`src/rtl/arith_pkg.sv`:
```
// Shared arithmetic definitions: sequencer state encoding and limb-count derivation.
// Pure constants and constant functions; no latency or flow-control behaviour of its own.
package arith_pkg;

  localparam logic [1:0] ST_IDLE = 2'd0;
  localparam logic [1:0] ST_ADD  = 2'd1;
  localparam logic [1:0] ST_DONE = 2'd2;

  function automatic int n_limbs(input int operand_width, input int adder_width);
    return operand_width / adder_width;
  endfunction

  // A single-limb configuration still needs a 1-bit counter to stay a legal vector.
  function automatic int cnt_width(input int limbs);
    return (limbs > 1) ? $clog2(limbs) : 1;
  endfunction

endpackage

```
`src/rtl/ripple_carry_adder_Nb.sv`:
```
// Combinational N-bit ripple-carry adder used as the per-limb datapath.
// Zero latency, no flow control; the carry chain is confined to one limb.
module ripple_carry_adder_Nb #(
  parameter int ADDER_WIDTH = 8
) (
  input  logic [ADDER_WIDTH-1:0] a,
  input  logic [ADDER_WIDTH-1:0] b,
  input  logic                   carry_in,
  output logic [ADDER_WIDTH-1:0] sum,
  output logic                   carry_out
);

  logic [ADDER_WIDTH:0] carry;

  assign carry[0] = carry_in;

  for (genvar i = 0; i < ADDER_WIDTH; i++) begin : g_bit
    assign sum[i]       = a[i] ^ b[i] ^ carry[i];
    assign carry[i + 1] = (a[i] & b[i]) | (carry[i] & (a[i] ^ b[i]));
  end

  assign carry_out = carry[ADDER_WIDTH];

endmodule

```
`src/rtl/mp_adder_sequencer.sv`:
```
// Multi-precision add/subtract, one ADDER_WIDTH limb per cycle; oDone N_LIMBS+1 cycles after accept.
// Accepts iStart only in IDLE (oReady); requests while busy are dropped, never queued.
module mp_adder_sequencer
  import arith_pkg::*;
#(
  parameter int OPERAND_WIDTH = 32,
  parameter int ADDER_WIDTH   = 8
) (
  input  logic                     iClk,
  input  logic                     iRstn,
  input  logic                     iStart,
  input  logic                     iSub,
  input  logic [OPERAND_WIDTH-1:0] iA,
  input  logic [OPERAND_WIDTH-1:0] iB,
  input  logic                     iCarry,
  output logic                     oReady,
  output logic                     oDone,
  output logic [OPERAND_WIDTH-1:0] oSum,
  output logic                     oCarry
);

  localparam int N_LIMBS = n_limbs(OPERAND_WIDTH, ADDER_WIDTH);
  localparam int CNT_W   = cnt_width(N_LIMBS);
  localparam logic [CNT_W-1:0] LAST_LIMB = CNT_W'(N_LIMBS - 1);

  logic [1:0]               state_q, state_d;
  logic [CNT_W-1:0]         cnt_q, cnt_d;
  logic                     carry_q, carry_d;
  logic [OPERAND_WIDTH-1:0] a_q, a_d;
  logic [OPERAND_WIDTH-1:0] b_q, b_d;
  logic [OPERAND_WIDTH-1:0] res_q, res_d;
  logic [OPERAND_WIDTH-1:0] sum_q, sum_d;
  logic                     cout_q, cout_d;

  logic [ADDER_WIDTH-1:0]   limb_a, limb_b, limb_sum;
  logic                     limb_cout;
  int                       limb_base;

  assign limb_base = int'(cnt_q) * ADDER_WIDTH;
  assign limb_a    = a_q[limb_base +: ADDER_WIDTH];
  assign limb_b    = b_q[limb_base +: ADDER_WIDTH];

  ripple_carry_adder_Nb #(
    .ADDER_WIDTH (ADDER_WIDTH)
  ) u_limb_adder (
    .a         (limb_a),
    .b         (limb_b),
    .carry_in  (carry_q),
    .sum       (limb_sum),
    .carry_out (limb_cout)
  );

  always_comb begin
    state_d = state_q;
    cnt_d   = cnt_q;
    carry_d = carry_q;
    a_d     = a_q;
    b_d     = b_q;
    res_d   = res_q;
    sum_d   = sum_q;
    cout_d  = cout_q;
    case (state_q)
      ST_IDLE: begin
        if (iStart) begin
          state_d = ST_ADD;
          cnt_d   = '0;
          a_d     = iA;
          // Subtraction is A + ~B + 1; the +1 rides in as the initial carry.
          b_d     = iSub ? ~iB : iB;
          carry_d = iSub ? 1'b1 : iCarry;
        end
      end
      ST_ADD: begin
        res_d[limb_base +: ADDER_WIDTH] = limb_sum;
        carry_d = limb_cout;
        if (cnt_q == LAST_LIMB) begin
          state_d = ST_DONE;
          cnt_d   = '0;
          sum_d   = res_d;
          cout_d  = limb_cout;
        end else begin
          cnt_d = cnt_q + 1'b1;
        end
      end
      ST_DONE: state_d = ST_IDLE;
      default: state_d = ST_IDLE;
    endcase
  end

  always_ff @(posedge iClk) begin
    if (!iRstn) begin
      state_q <= ST_IDLE;
      cnt_q   <= '0;
      carry_q <= 1'b0;
      a_q     <= '0;
      b_q     <= '0;
      res_q   <= '0;
      sum_q   <= '0;
      cout_q  <= 1'b0;
    end else begin
      state_q <= state_d;
      cnt_q   <= cnt_d;
      carry_q <= carry_d;
      a_q     <= a_d;
      b_q     <= b_d;
      res_q   <= res_d;
      sum_q   <= sum_d;
      cout_q  <= cout_d;
    end
  end

  assign oReady = (state_q == ST_IDLE);
  assign oDone  = (state_q == ST_DONE);
  assign oSum   = sum_q;
  assign oCarry = cout_q;

endmodule

```
`config.mk`:
```
export PLATFORM = sky130hd
export DESIGN_NAME = mp_adder_sequencer
export DESIGN_NICKNAME = d
export VERILOG_FILES = /design/src/rtl/arith_pkg.sv /design/src/rtl/ripple_carry_adder_Nb.sv /design/src/rtl/mp_adder_sequencer.sv
export SDC_FILE = /design/constraint.sdc
export NUM_CORES = 1
export LEC_CHECK = 0
export CAP_MARGIN = 10
export CORE_ASPECT_RATIO = 0.9
export CORE_UTILIZATION = 50
export DETAILED_ROUTE_END_ITERATION = 10
export HOLD_SLACK_MARGIN = 0.05
export PLACE_DENSITY = 0.85
export SLEW_MARGIN = 20
export SYNTH_ARGS = -nofsm -noshare
export SYNTH_HDL_FRONTEND = slang
export SYNTH_SLANG_ARGS = --single-unit
export TNS_END_PERCENT = 5
```
`constraint.sdc`:
```
create_clock -name iClk -period 5.2 [get_ports iClk]
set_clock_uncertainty 0.1 [all_clocks]
set_input_delay 1.3 -clock iClk [delete_from_list [all_inputs] [get_ports iClk]]
set_output_delay 1.3 -clock iClk [all_outputs]
set_load 0.1 [all_outputs]
```
# --- Yosys cells after proc, flatten, opt, wreduce, memory -nomap -nowiden ---
# Index checks and enable logic that the tools add are counted.
word_totals:
  wordCells: 77
  in_bits: 69
  out_inout_bits: 35
  reg_bits: 134
op_classes:
  muxes: 11
  addsub: 2
  n_reduce_logical: 6
  eq_ne: 5
  bitwise: 41
  shifts: 4
op_table:
  columns: ["operator", "n"]
  rows:
  - ["$shiftx 32x6->8", 2]
  - ["$neg 5->33", 1]
  - ["$shift 8x33->32 const A", 1]
  - ["$shiftx 8x33->32", 1]
  - ["$bwmux 32", 1]
  - ["$mux 32", 1]
  - ["$not 32->32", 1]
  - ["$and 1x1->1", 16]
  - ["$xor 1x1->1", 16]
  - ["$mux 2", 4]
  - ["$or 1x1->1", 8]
  - ["$pmux 2 s2", 2]
  - ["$reduce_and 2->1", 4]
  - ["$eq 2x2->1 const B", 2]
  - ["$ne 2x2->1 const B", 2]
  - ["$add 2x1->2 const B", 1]
  - ["$eq 2x1->1 const B", 1]
  - ["$logic_not 2->1", 1]
  - ["$mux 1", 2]
  - ["$pmux 1 s2", 1]
  - ["$reduce_bool 2->1", 1]

# --- Depth between registers and ports, before layout ---
# Gate-level depths: netlist of run 1.
depth:
  word_depth: 19
  ltp_mapped: 18
  mapped_depth_nobuf: 15

# --- Cells and area by module ---
# A second synthesis of run 1 with hierarchy kept.
hier_totals:
  hier_cells: 655
  hier_area_um2: 6180.9
by_module_without_submodules:
  columns: ["mod", "n_inst", "seq_area_each_um2", "area_each_um2", "cells_per_inst"]
  rows:
  - ["mp_adder_sequencer", 1, 2682.6, 5983.2, 637]
  - ["ripple_carry_adder_Nb", 1, 0.0, 197.7, 18]

# --- Least setup slack after synthesis of run 1 ---
# No wires, ideal clock.
synth_timing:
  path_kind: "register to register"
  startpoint: "register cnt_q[1]"
  endpoint: "register res_q[31]"
  path_stages_with_launch: 19
  slack_ns: 0.627
  arrival_ns: 4.355
  path_buffers: 3
  period_less_slack_ns: 4.573
  t_required_ns: 4.982
  setup_ns: 0.118
  path_cell_list: "dfxtp_1 buf_2 buf_2 mux4_2 inv_1 fa_1 fa_1 fa_1 fa_1 fa_1 inv_1 fa_1 inv_1 fa_1 inv_1 fa_1 clkbuf_1 a32oi_1 nor2b_1"
synth_via:
  elab_chain_cells: 19
  elab_cells_between_ends: 43
  cone_classes: "add/sub (1); shift (4); mux (1); bitwise (37)"
synth_rtl:
  columns: ["element", "line_no", "source"]
  rows:
  - ["start: declaration", "mp_adder_sequencer.sv:27", "logic [CNT_W-1:0] cnt_q, cnt_d;"]
  - ["start signal: assignment", "mp_adder_sequencer.sv:102", "cnt_q <= cnt_d;"]
  - ["$shiftx 32x6->8 (on tied branches)", "mp_adder_sequencer.sv:40, mp_adder_sequencer.sv:41", null]
  - ["$xor 1x1->1", "ripple_carry_adder_Nb.sv:18, ripple_carry_adder_Nb.sv:19", null]
  - ["$and 1x1->1", "ripple_carry_adder_Nb.sv:19", "assign carry[i + 1] = (a[i] & b[i]) | (carry[i] & (a[i] ^ b[i]));"]
  - ["$or 1x1->1", "ripple_carry_adder_Nb.sv:19", null]
  - ["$and 1x1->1", "ripple_carry_adder_Nb.sv:19", null]
  - ["$or 1x1->1", "ripple_carry_adder_Nb.sv:19", null]
  - ["$and 1x1->1", "ripple_carry_adder_Nb.sv:19", null]
  - ["$or 1x1->1", "ripple_carry_adder_Nb.sv:19", null]
  - ["(+3 left out)", null, null]
  - ["$or 1x1->1", "ripple_carry_adder_Nb.sv:19", null]
  - ["$and 1x1->1", "ripple_carry_adder_Nb.sv:19", null]
  - ["$or 1x1->1", "ripple_carry_adder_Nb.sv:19", null]
  - ["$and 1x1->1", "ripple_carry_adder_Nb.sv:19", null]
  - ["$or 1x1->1", "ripple_carry_adder_Nb.sv:19", null]
  - ["$xor 1x1->1", "ripple_carry_adder_Nb.sv:18", "assign sum[i] = a[i] ^ b[i] ^ carry[i];"]
  - ["$shiftx 8x33->32", "mp_adder_sequencer.sv:74", "res_d[limb_base +: ADDER_WIDTH] = limb_sum;"]
  - ["$bwmux 32 (*)", "mp_adder_sequencer.sv:74", null]
  - ["end signal: assignment", "mp_adder_sequencer.sv:106", "res_q <= res_d;"]
  - ["end: declaration", "mp_adder_sequencer.sv:31", "logic [OPERAND_WIDTH-1:0] res_q, res_d;"]
# Mark *: on every way between the ends. The rest lies on a longest branch, timed or not.
# A chain may end at the register's enable or synchronous reset.

# --- Worst setup path in the final report of run 1 ---
layout_timing:
  startpoint: "register cnt_q[1]"
  endpoint: "register sum_q[15] (netlist: oSum[15])"
layout_via:
  elab_chain_cells: 19
  elab_cells_between_ends: 45
  cone_classes: "add/sub (1); eq/ne (1); shift (4); mux (1); bitwise (37); reduce/logical (1)"
layout_rtl:
  columns: ["element", "line_no", "source"]
  rows:
  - ["$shiftx 32x6->8 (on tied branches)", "mp_adder_sequencer.sv:40, mp_adder_sequencer.sv:41", null]
  - ["$xor 1x1->1", "ripple_carry_adder_Nb.sv:18, ripple_carry_adder_Nb.sv:19", null]
  - ["$and 1x1->1", "ripple_carry_adder_Nb.sv:19", null]
  - ["$or 1x1->1", "ripple_carry_adder_Nb.sv:19", null]
  - ["$and 1x1->1", "ripple_carry_adder_Nb.sv:19", null]
  - ["$or 1x1->1", "ripple_carry_adder_Nb.sv:19", null]
  - ["$and 1x1->1", "ripple_carry_adder_Nb.sv:19", null]
  - ["$or 1x1->1", "ripple_carry_adder_Nb.sv:19", null]
  - ["(+3 left out)", null, null]
  - ["$or 1x1->1", "ripple_carry_adder_Nb.sv:19", null]
  - ["$and 1x1->1", "ripple_carry_adder_Nb.sv:19", null]
  - ["$or 1x1->1", "ripple_carry_adder_Nb.sv:19", null]
  - ["$and 1x1->1", "ripple_carry_adder_Nb.sv:19", null]
  - ["$or 1x1->1", "ripple_carry_adder_Nb.sv:19", null]
  - ["$xor 1x1->1", "ripple_carry_adder_Nb.sv:18", null]
  - ["$shiftx 8x33->32", "mp_adder_sequencer.sv:74", null]
  - ["$bwmux 32", "mp_adder_sequencer.sv:74", null]
  - ["end signal: assignment", "mp_adder_sequencer.sv:107", "sum_q <= sum_d;"]
  - ["end: declaration", "mp_adder_sequencer.sv:32", "logic [OPERAND_WIDTH-1:0] sum_q, sum_d;"]
# Parallel ways exist; a longest one is shown, timed or not.

==> flow_metrics.py, run 1 <==
metrics = {
    "sta": {
        "layout_min_cycle_time_ps": 4630,
        "tightest_slew_ps": 1060,
        "holdWs_ps": 353,
        "grt_setup_unrepaired": "false",
        "setup_violations": 0,
        "max_slew_margin": 0.290,
        "clock.fmax_mhz": 216,
        "slew_violations": 0,
        "finalHoldViolCount": 0,
        "tns_ps": 0,
        "period_share": 0.889,
    },
    "pwr": {
        "ir_worst_vdd_v": 0.000261,
        "powerDensity_nw_per_um2": 339,
        "leakagePower_nw": 3.16,
        "power_mw": 2.71,
    },
    "die": {
        "core_area_um2": 12200,
        "die_w_um": 121,
        "die_area_um2": 13200,
        "fp-row-count": 38,
        "start_util": 0.521,
        "die_y_um": 109,
        "ios": 104,
    },
    "final_layout": {
        "nNetsFinal": 842,
        "antenna_cells": 0,
        "drive_above_1_share": 0.0829,
        "syn_to_final_growth_pct": 25.4,
        "final_area_um2": 7990,
        "fillerInstances": 930,
        "final_cells": 932,
    },
    "global_routing": {
        "antenna_found_initial": 0,
        "grt_pass1_vias": 5238,
        "grt_pass1_wl_um": 25900,
        "track_usage": 0.255,
        "overflow": 0,
        "grt_max_degree": 71,
    },
    "detailed_routing": {
        "drtIter0Drc": 375,
        "vias": 5306,
        "drt_wl_total_um": 15800,
        "detail-route-antenna-nets": 0,
        "viasPerCell": 5.69,
        "routedWlPerCell_um": 16.9,
        "drc": 0,
        "dr.pass1.iters": 5,
    },
    "worst_setup_path": {
        "path_class": "flip-flop to flip-flop",
        "regToRegSetupSlack_ps": 570,
        "rr_worst_depth": 16,
        "crit_buf_inv": 5,
        "crit_end": "oSum[15]",
        "cp_slowest_cell": "fa_1",
        "crit_path_end_kind": "flip-flop",
        "worstReg2RegStart": "cnt_q[1]",
        "cp.required_ps": 5350,
        "crit_start": "cnt_q[1]",
        "reg2reg_to": "oSum[15]",
        "cp_max_fo": 10,
        "max_stage_delay_ps": 550,
        "cp_top_family": "adder cells",
        "arrival_ps": 4780,
        "crit_cells": 16,
        "start_kind": "flip-flop",
        "crit_chain": "buf_4 > mux4_2 > inv_1 > fa_1 > fa_1 > fa_1 > fa_1 > fa_1 > inv_1 > fa_1 > inv_1 > fa_1 > inv_1 > fa_1 > a21oi_1 > a21oi_1",
        "cp_common_cell": "fa_1",
    },
    "synthesis": {
        "synth_edf_count": 0,
        "yosys.area.top_type": "dfxtp_1",
        "synthArstFlopShare": 0,
        "synthDistinctLibCells": 37,
        "yosys_warnings": 0,
        "netlist_instances": 691,
        "synth_common_cells": "dfxtp_1, nand2_1, a21oi_1",
        "yosysTopAreaCellShare": 0.421,
        "ys_seq_area_frac": 0.421,
        "avgSynthCellArea_um2": 9.21,
        "postSynthNetCount": 774,
        "synth.most_common_cell": "dfxtp_1",
        "ys_seq_elements": 134,
        "synth_top_flop_cell": "dfxtp_1",
        "synth_area_leaders": "dfxtp_1, nand2_1, a21boi_0",
        "synthesis.area_um2": 6370,
    },
    "place": {
        "dp_hpwl_um": 10600,
        "place_congestion": 0.844,
        "port-buffer-count": 103,
        "placed_cells": 900,
        "place_area_um2": 7370,
    },
    "cts": {
        "cts_hold_buf": 0,
        "cts_max_path_buffers": 2,
        "h-tree-depth": 4,
        "cts_resized": 0,
        "numClockSinks": 134,
        "numCtsBuffers": 17,
        "cts_root_buf": "clkbuf_16",
        "post_cts_buffers": 0,
        "insertion_delay_ps": 420,
        "clkSlewWorstSetupHoldPaths_ps": 60,
        "cts_tree": "built",
    },
    "job": {
        "max-cap-violations": 0,
    },
    "status": {
        "outcome": "complete, no violations",
    },
    "min_path": {
        "hp-class": "flip-flop to flip-flop",
    },
}
-- area by class of cell --
cell class	count	area, um^2	share of cell area
sequential	134	2680	0.336
clock inverter	10	116	0.0146
inverter	27	101	0.0127
timing repair buffer	111	1090	0.137
multi-input combinational	468	3300	0.413
clock buffer	22	494	0.0619
tap	160	200	0.0251
-- cells by family (layout without fill, tap and decap cells) --
kind of cell	Yosys count	count (layout)	share of synthesized area
and+or+nand+nor	209	209	0.163
AOI/OAI and AO/OA	196	196	0.212
DFF	134	134	0.421
buffers and inverters	89	170	0.0641
xor gates and xnor gates	32	32	0.0440
muxes	17	17	0.0582
adders and majority gates	14	14	0.0369
-- report_power, final --
part	switching, mW	internal (mW)
clock	0.450	0.771
sequential	0.0276	1.07
combinational	0.219	0.169
-- routing by layer --
layer	wire (um)	global-route usage
met1	6540	0.314
met3	1120	0.0575
met2	7690	0.426
met5	0	0
met4	445	0.118
-- worst reg2reg max path, cell delays in order (launching register included) --
cell,delay (ps)
dfxtp_1,340
buf_4,210
mux4_2,210
inv_1,60
fa_1,400
fa_1,390
fa_1,390
fa_1,390
fa_1,380
inv_1,90
fa_1,160
inv_1,50
fa_1,360
inv_1,80
fa_1,550
a21oi_1,210
a21oi_1,80
-- cells in the final DEF (no fill, tap or decap), types with 3 or more instances in the layout --
cell type,Yosys,layout
o211a_1,32,32
a2bb2oi_1,8,8
o21ai_0,32,32
nand4_1,25,25
inv_1,27,27
nand3b_1,4,4
clkinv_2,0,3
a21boi_1,8,8
nor2b_1,38,38
a21oi_1,55,55
xnor2_1,32,32
a32oi_1,9,9
fa_1,8,8
clkbuf_16,0,17
clkdlybuf4s50_1,0,101
dfxtp_1,134,134
ha_1,6,6
mux4_2,16,16
a21boi_0,48,48
clkbuf_8,0,5
nand2b_1,3,3
buf_4,10,7
nand2_1,123,123
-- state kept, by name, indices dropped and copies added (netlist names) --
| register | flops |
|---|---|
| a_q | 32 |
| b_q | 32 |
| oSum | 32 |
| res_q | 32 |
| cnt_q | 2 |
| state_q | 2 |
| carry_q | 1 |
| oCarry | 1 |
-- worst min path at each step --
| stage | from | end | slack (ps) | cells after the start |
|---|---|---|---|---|
| detailed placement | res_q[12] | res_q[12] | 350 | 2 |
| finish | res_q[12] | res_q[12] | 350 | 2 |
| CTS | res_q[12] | res_q[12] | 350 | 2 |
| floorplan | res_q[10] | res_q[10] | 330 | 2 |
| global placement | res_q[12] | res_q[12] | 330 | 2 |
| global route | res_q[10] | res_q[10] | 370 | 2 |
-- per-stage QoR --
stage                      util  worst slack, ps
final                     0.653              575
after global routing      0.653              357
after CTS                 0.653              597
after detailed placement  0.603              664
after global placement    0.602              831
after floorplan               -              627
(Power assumes the default switching activity.)
==> run 2: changes to the inputs <==
Settings changed: CAP_MARGIN 10 to not set.
==> results of run 2 <==
Same layout as run 1: the final DEF is identical, and so are final timing and power.
